## config.mk

```make
export PLATFORM = sky130hd
export DESIGN_NAME = axi_bridge_core
export DESIGN_NICKNAME = d
export VERILOG_FILES = /design/src/rtl/axi_bridge_core_pkg.sv /design/src/rtl/axi_bridge_core.sv
export SDC_FILE = /design/constraint.sdc
export NUM_CORES = 1
export LEC_CHECK = 0
export CAP_MARGIN = 0
export CORE_ASPECT_RATIO = 0.75
export CORE_MARGIN = 2
export CORE_UTILIZATION = 40
export CTS_CLUSTER_SIZE = 40
export DETAILED_ROUTE_END_ITERATION = 10
export HOLD_SLACK_MARGIN = 0.05
export PLACE_DENSITY = 0.87
export SLEW_MARGIN = 5
export SYNTH_ARGS = -nofsm -noshare
export SYNTH_HDL_FRONTEND = slang
export SYNTH_SLANG_ARGS = --single-unit
```

## constraint.sdc

```tcl
create_clock -name i_clk -period 5.9 [get_ports i_clk]
set_input_delay 0.59 -clock i_clk [delete_from_list [all_inputs] [get_ports i_clk]]
set_output_delay 0.59 -clock i_clk [all_outputs]
set_load 0.05 [all_outputs]
```

## src/rtl/axi_bridge_core_pkg.sv

```systemverilog
// Shared types for the sample bridge: FSM encoding, burst type and store geometry.
package axi_bridge_core_pkg;

  typedef enum logic [1:0] {
    IDLE  = 2'd0,
    READ  = 2'd1,
    WAIT  = 2'd2,
    WRITE = 2'd3
  } bridge_fsm;

  localparam logic [1:0] INCR      = 2'b01;
  localparam int         IDX_W     = 12;
  localparam int         SAMPLE_W  = 16;
  localparam int         RAM_W     = 32;
  localparam int         RAM_DEPTH = 4096;

endpackage

```

## src/rtl/axi_bridge_core.sv

```systemverilog
// Sample bridge: streams N samples from the read channel into RAM, waits for
// the external computation, then streams RAM[0..N-1] out on the write channel.
module axi_bridge_core
  import axi_bridge_core_pkg::*;
#(
  parameter int DATA_WIDTH = 32
) (
  input  logic                  i_clk,
  input  logic                  i_rstn,
  input  logic                  i_ARVALID,
  input  logic [SAMPLE_W-1:0]   i_ARDATA,
  input  logic                  i_AWREADY,
  input  logic                  i_CALC_END,
  input  logic [IDX_W-1:0]      i_SAMPLES_NUMBER,
  input  logic [RAM_W-1:0]      i_DATA_FROM_RAM,
  output logic                  o_ARREADY,
  output logic [1:0]            o_ARBURST,
  output logic [1:0]            o_AWBURST,
  output logic                  o_AWVALID,
  output logic [DATA_WIDTH-1:0] o_AWDATA,
  output logic                  o_DATA_LOADED,
  output logic [SAMPLE_W-1:0]   o_SAMPLE_ram,
  output logic [IDX_W-1:0]      o_SAMPLE_INDEX_ram,
  output logic                  o_WRITE_ram,
  output logic                  o_READ_ram,
  output bridge_fsm             current_state
);

  // A beat transfers on a rising edge where valid and ready are both 1; the
  // producer holds its payload stable until that edge, and the consumer may
  // change ready freely.
  bridge_fsm        state_q, state_d;
  logic [IDX_W-1:0] index_q;
  logic [IDX_W-1:0] n_q;
  logic             last_beat;
  logic             start;

  assign last_beat     = (index_q == n_q - 12'd1);
  assign start         = i_ARVALID && (i_SAMPLES_NUMBER != '0);
  assign o_ARBURST     = INCR;
  assign o_AWBURST     = INCR;
  assign current_state = state_q;

  always_ff @(posedge i_clk or negedge i_rstn) begin
    if (!i_rstn) state_q <= IDLE;
    else         state_q <= state_d;
  end

  always_comb begin
    state_d = state_q;
    case (state_q)
      IDLE:    if (start) state_d = READ;
      READ:    if (i_ARVALID && last_beat) state_d = WAIT;
      WAIT:    if (i_CALC_END) state_d = WRITE;
      WRITE:   if (i_AWREADY && last_beat) state_d = IDLE;
      default: state_d = IDLE;
    endcase
  end

  // The index is cleared on the last beat of each phase, so it never wraps
  // even for the maximum length of 4095.
  always_ff @(posedge i_clk or negedge i_rstn) begin
    if (!i_rstn) begin
      index_q <= '0;
      n_q     <= '0;
    end else begin
      case (state_q)
        IDLE: if (start) begin
          n_q     <= i_SAMPLES_NUMBER;
          index_q <= '0;
        end
        READ:    if (i_ARVALID) index_q <= last_beat ? '0 : index_q + 12'd1;
        WRITE:   if (i_AWREADY) index_q <= last_beat ? '0 : index_q + 12'd1;
        default: ;
      endcase
    end
  end

  always_comb begin
    o_ARREADY          = 1'b0;
    o_AWVALID          = 1'b0;
    o_DATA_LOADED      = 1'b0;
    o_WRITE_ram        = 1'b0;
    o_READ_ram         = 1'b0;
    o_AWDATA           = '0;
    o_SAMPLE_ram       = '0;
    o_SAMPLE_INDEX_ram = '0;
    case (state_q)
      READ: begin
        o_ARREADY          = 1'b1;
        o_SAMPLE_INDEX_ram = index_q;
        if (i_ARVALID) begin
          o_WRITE_ram  = 1'b1;
          o_SAMPLE_ram = i_ARDATA;
        end
      end
      WAIT: o_DATA_LOADED = 1'b1;
      WRITE: begin
        o_READ_ram         = 1'b1;
        o_AWVALID          = 1'b1;
        o_SAMPLE_INDEX_ram = index_q;
        o_AWDATA           = DATA_WIDTH'(i_DATA_FROM_RAM);
      end
      default: ;
    endcase
  end

endmodule

```

== Yosys cells after proc, flatten, opt, wreduce, memory -nomap -nowiden ==
Index checks and enable logic that the tools add are counted.
Storage, ports and cells
  word-level logic and storage cells: 44
  output and inout port bits: 71
  input port bits: 65
  bits in registers: 26
Operators by class
  $add $sub $neg: 2
  multiplexer cells: 19
  reductions and logical operators: 10
  equal/unequal tests: 10
Operator list (number)
  $mux 12: 5
  $pmux 12 s3: 1
  $mux 16: 2
  $mux 32: 1
  $add 12x1->12 const B: 1
  $eq 12x12->1: 1
  $ne 2x2->1 const B: 6
  $reduce_bool 12->1: 1
  $sub 12x1->12 const B: 1
  $mux 2: 4
  $pmux 2 s4: 1
  $reduce_and 4->1: 2
  $mux 1: 5
  $eq 2x2->1 const B: 2
  $logic_and 1x1->1: 3
  $reduce_bool 3->1: 1
  $eq 2x1->1 const B: 1
  $logic_not 2->1: 1
  $reduce_and 2->1: 1
  $reduce_or 2->1: 1

== Logic depth before layout (Yosys ltp) ==
  word-level depth: 5
  gate-level depth with buffers: 10
  gate-level depth less buffers: 9

== Worst setup path after synthesis ==
OpenSTA, ideal clock, no wires.
  path kind: reg-to-output
  start: reg state_q[0] (netlist: current_state[0])
  end: out o_SAMPLE_INDEX_ram[10]
  buffers on the path: 1
  stages on the path, launching flop included: 5
  slack: 2.894 ns
  arrival time: 2.416 ns
  required time: 5.310 ns
  cell sequence: dfrtp_1 > ha_1 > clkbuf_1 > nor2_1 > nor2b_1
On the way
  longest elaborated chain between the ends: 3
  elaborated cells between the ends (all ways): 4
  those cells by class: eq/ne: 2; mux: 1; reduce/logical: 1
RTL lines
  start, declared: line axi_bridge_core.sv:32  | bridge_fsm state_q, state_d;
  start signal, assigned: line axi_bridge_core.sv:46  | else state_q <= state_d;
  $eq 2x2->1 or $eq 2x1->1 (tied branches): line axi_bridge_core.sv:88  | case (state_q)
  $reduce_or 2->1 (no line) (*)
  $mux 12 (*): line axi_bridge_core.sv:88
  end, declared: line axi_bridge_core.sv:23  | output logic [IDX_W-1:0] o_SAMPLE_INDEX_ram,
Every way passes the cells marked *; elsewhere a longest branch is shown, timed or not.

== Worst setup path after layout ==
Ends and elaborated chain as after synthesis.

==> results by group <==
Run status
  – Outcome: finished clean

Routing
  – Post-Route WL: 7490 um
  – DRC violations left: 0
  – Vias: ~2300
  – Drt pass-1 iters: 5
  – Vias per cell: ~5
  – Avg WL per Cell: between 15 and 20 um
  – Post-DRT Antenna Nets: 0
  – Initial DRC Count: 152

Yosys
  – Post-synth EDFFs: 0
  – Share of the synthesized area in the top cell type: 0.302
  – Syn avg cell area: ~8.1 um^2
  – Synth cell count leaders: and2_1, dfrtp_1, and3_1
  – Async SR Flop Fraction: 1.00
  – Area contributors post-synth: dfrtp_1, and2_1, and3_1, mux2_2, ha_1
  – Post-Syn Area: ~0.0022 mm^2
  – Yosys cell types: between 40 and 50
  – Yosys Warn Count: 0
  – Synth area leader: dfrtp_1
  – FF+latch count, synth: 26
  – Post-synthesis sequential area ratio: 0.302
  – Most used flip-flop cell after synthesis: dfrtp_1
  – Most common cell in the synthesized netlist: and2_1
  – Post-synthesis cell count: between 200 and 300

Clocking
  – Clock-pin slew on the worst setup and hold paths: ~0.090 ns
  – Post-CTS Setup Bufs: 0
  – Post_cts resized: 0
  – CTS H-Tree Depth: 1
  – Worst skew pair latency: approximately 0.28 ns
  – Cts bufs inserted: 3
  – CTS tree: done
  – Root Buffer Master: clkbuf_8
  – CTS sink cnt: 26
  – CTS Buffer Depth: 2
  – CTS Hold Bufs: 0

Die
  – CORE AREA: 0.00527 mm^2
  – Die H: approximately 68 um
  – Initial core utilization: 0.410
  – Row cnt: 23
  – Ports: about 140
  – Die area: roughly 0.0060 mm^2
  – Die width: slightly below 90 um

Timing
  – Slew headroom: 0.405
  – Setup TNS: 0 ns
  – RSZ-0062 raised after global routing: no
  – Period utilization: 0.580
  – Slew Viols, Final: 0
  – Minimum clock period: 3.42 ns
  – Max Fclk: between 0.2 and 0.3 GHz
  – Setup-failing EPs final: 0
  – Final worst clock skew: about 0.0038 ns
  – Worst slew pin tran: roughly 0.89 ns
  – Final hold vios: 0

Final layout
  – Final-layout fill cell count: between 400 and 500
  – Ratio of cells with drive above 1 in the final layout: 0.0540
  – Synth-to-Final Area Change: 65.1%
  – Final #Nets: 463
  – Final Cell Area: 0.00356 mm^2
  – Diode count: 0

Worst setup path
  – Worst setup path class: reg2out
  – Worst path required time: about 5.3 ns
  – Kind of end point of the critical path: primary output
  – Critical Path AT: roughly 2.8 ns
  – Crit path launch type: register
  – CP Max Fanout: 36

Power and ir drop
  – Power Dens Cells: about 480 mW/mm^2
  – Pwr Total: 1.71 mW
  – Worst vdd rail ir drop: ~0.00020 V
  – Static leakage: roughly 1.4 nW

Place
  – IO buf count: around 130
  – Placed cell areas: roughly 0.0035 mm^2
  – DP HPWL: between 5000 and 6000 um
  – Global placer's final weighted congestion: roughly 0.83

Global route
  – First-pass GRT wire length: between 10000 and 15000 um
  – Initial antenna violation count: 0
  – Largest net degree at the start of global routing: 37
  – Grt ovf: 0
  – GR Util All Layers: 0.244
  – Vias in the first global route: 2150

Min path
  – Path type of the worst min-delay path: reg2reg

Run
  – Max Cap Viol: 0
==> cells in the final DEF, fill, tap and decap left out, types with 3 or more instances in the layout <==
cell             count
clkdlybuf4s50_1    131
and2_1              36
dfrtp_1             26
and3_1              18
nand2_1             17
inv_1               16
nor2_1              12
o21ai_0             12
nand3_1             12
xnor2_1             11
mux2_2              10
ha_1                 8
a21oi_1              7
nor2b_1              6
or3_1                6
o22ai_1              6
nor4_1               5
nor3_1               5
a31oi_1              4
nand4_1              4
or4_1                4
conb_1               4
clkbuf_8             4
o21a_1               3
==> layer usage <==
layer | global-route usage | up-vias | wire [um]
met3 | 0.0611 | 4 | 534
met1 | 0.370 | 1073 | 3480
met5 | 0 | - | 0
met4 | 0.0284 | 0 | 28
li1 | - | 1171 | -
met2 | 0.357 | 88 | 3450
==> path summary, 6_finish.rpt <==
kind,startpoint,endpoint,slack (ns),cells past startpoint
worst max-delay path,current_state[0]$_DFFE_PN0P_,o_SAMPLE_INDEX_ram[10],2.48,4
worst min-delay path,n_q[11]$_DFFE_PN0P_,n_q[11]$_DFFE_PN0P_,0.54,1
worst max register to register,n_q[7]$_DFFE_PN0P_,current_state[1]$_DFFE_PN0P_,2.99,7
worst min register to register,n_q[11]$_DFFE_PN0P_,n_q[11]$_DFFE_PN0P_,0.54,1
max in group asynchronous,i_rstn,n_q[2]$_DFFE_PN0P_,4.97,2
min in group asynchronous,i_rstn,n_q[0]$_DFFE_PN0P_,0.68,2
==> layout make-up <==
class,count,area (um^2),area share
clock buffers,4,55.1,0.0155
inverters,17,63.8,0.0179
multi-input cells,209,1370,0.385
repair buffers,133,1330,0.372
well taps,75,93.8,0.0264
flip-flops and latches,26,651,0.183
==> stage by stage <==
step,hold slack (ns),std cells,worst slack [ns],util
floorplan,0.294,268,2.89,-
global placement,0.533,460,2.83,0.666
detailed placement,0.527,460,2.83,0.666
CTS,0.549,464,2.48,0.676
global route,0.581,464,2.24,0.676
finish,0.542,464,2.48,0.676
==> report_power, final <==
group          total (mW)  switching, mW  internal (mW)
registers           0.335         0.0953          0.239
clock network       0.119         0.0595         0.0598
logic                1.26          0.795          0.466
total                1.71          0.950          0.765
==> cells by family after synthesis <==
| group | synth area share |
|---|---|
| buffers and inverters | 0.0661 |
| AO/OA/AOI/OAI | 0.121 |
| multiplexers | 0.0522 |
| other | 0.00348 |
| AND/OR/NAND/NOR | 0.357 |
| adder cells (fa/ha/maj) | 0.0464 |
| flip-flops | 0.302 |
| XOR/XNOR | 0.0528 |
==> sequential cells by signal (all words and copies together) (netlist names) <==
signal and count:
n_q 12, current_state 2, index_q 12
==> worst max-delay path, cell delays in order (launching register included) <==
cell             delay (ns)
dfrtp_1                0.48
ha_1                   0.79
nor2_1                 0.29
nor2b_1                0.18
clkdlybuf4s50_1        0.82
No activity file was read; power rests on OpenSTA's default activity.
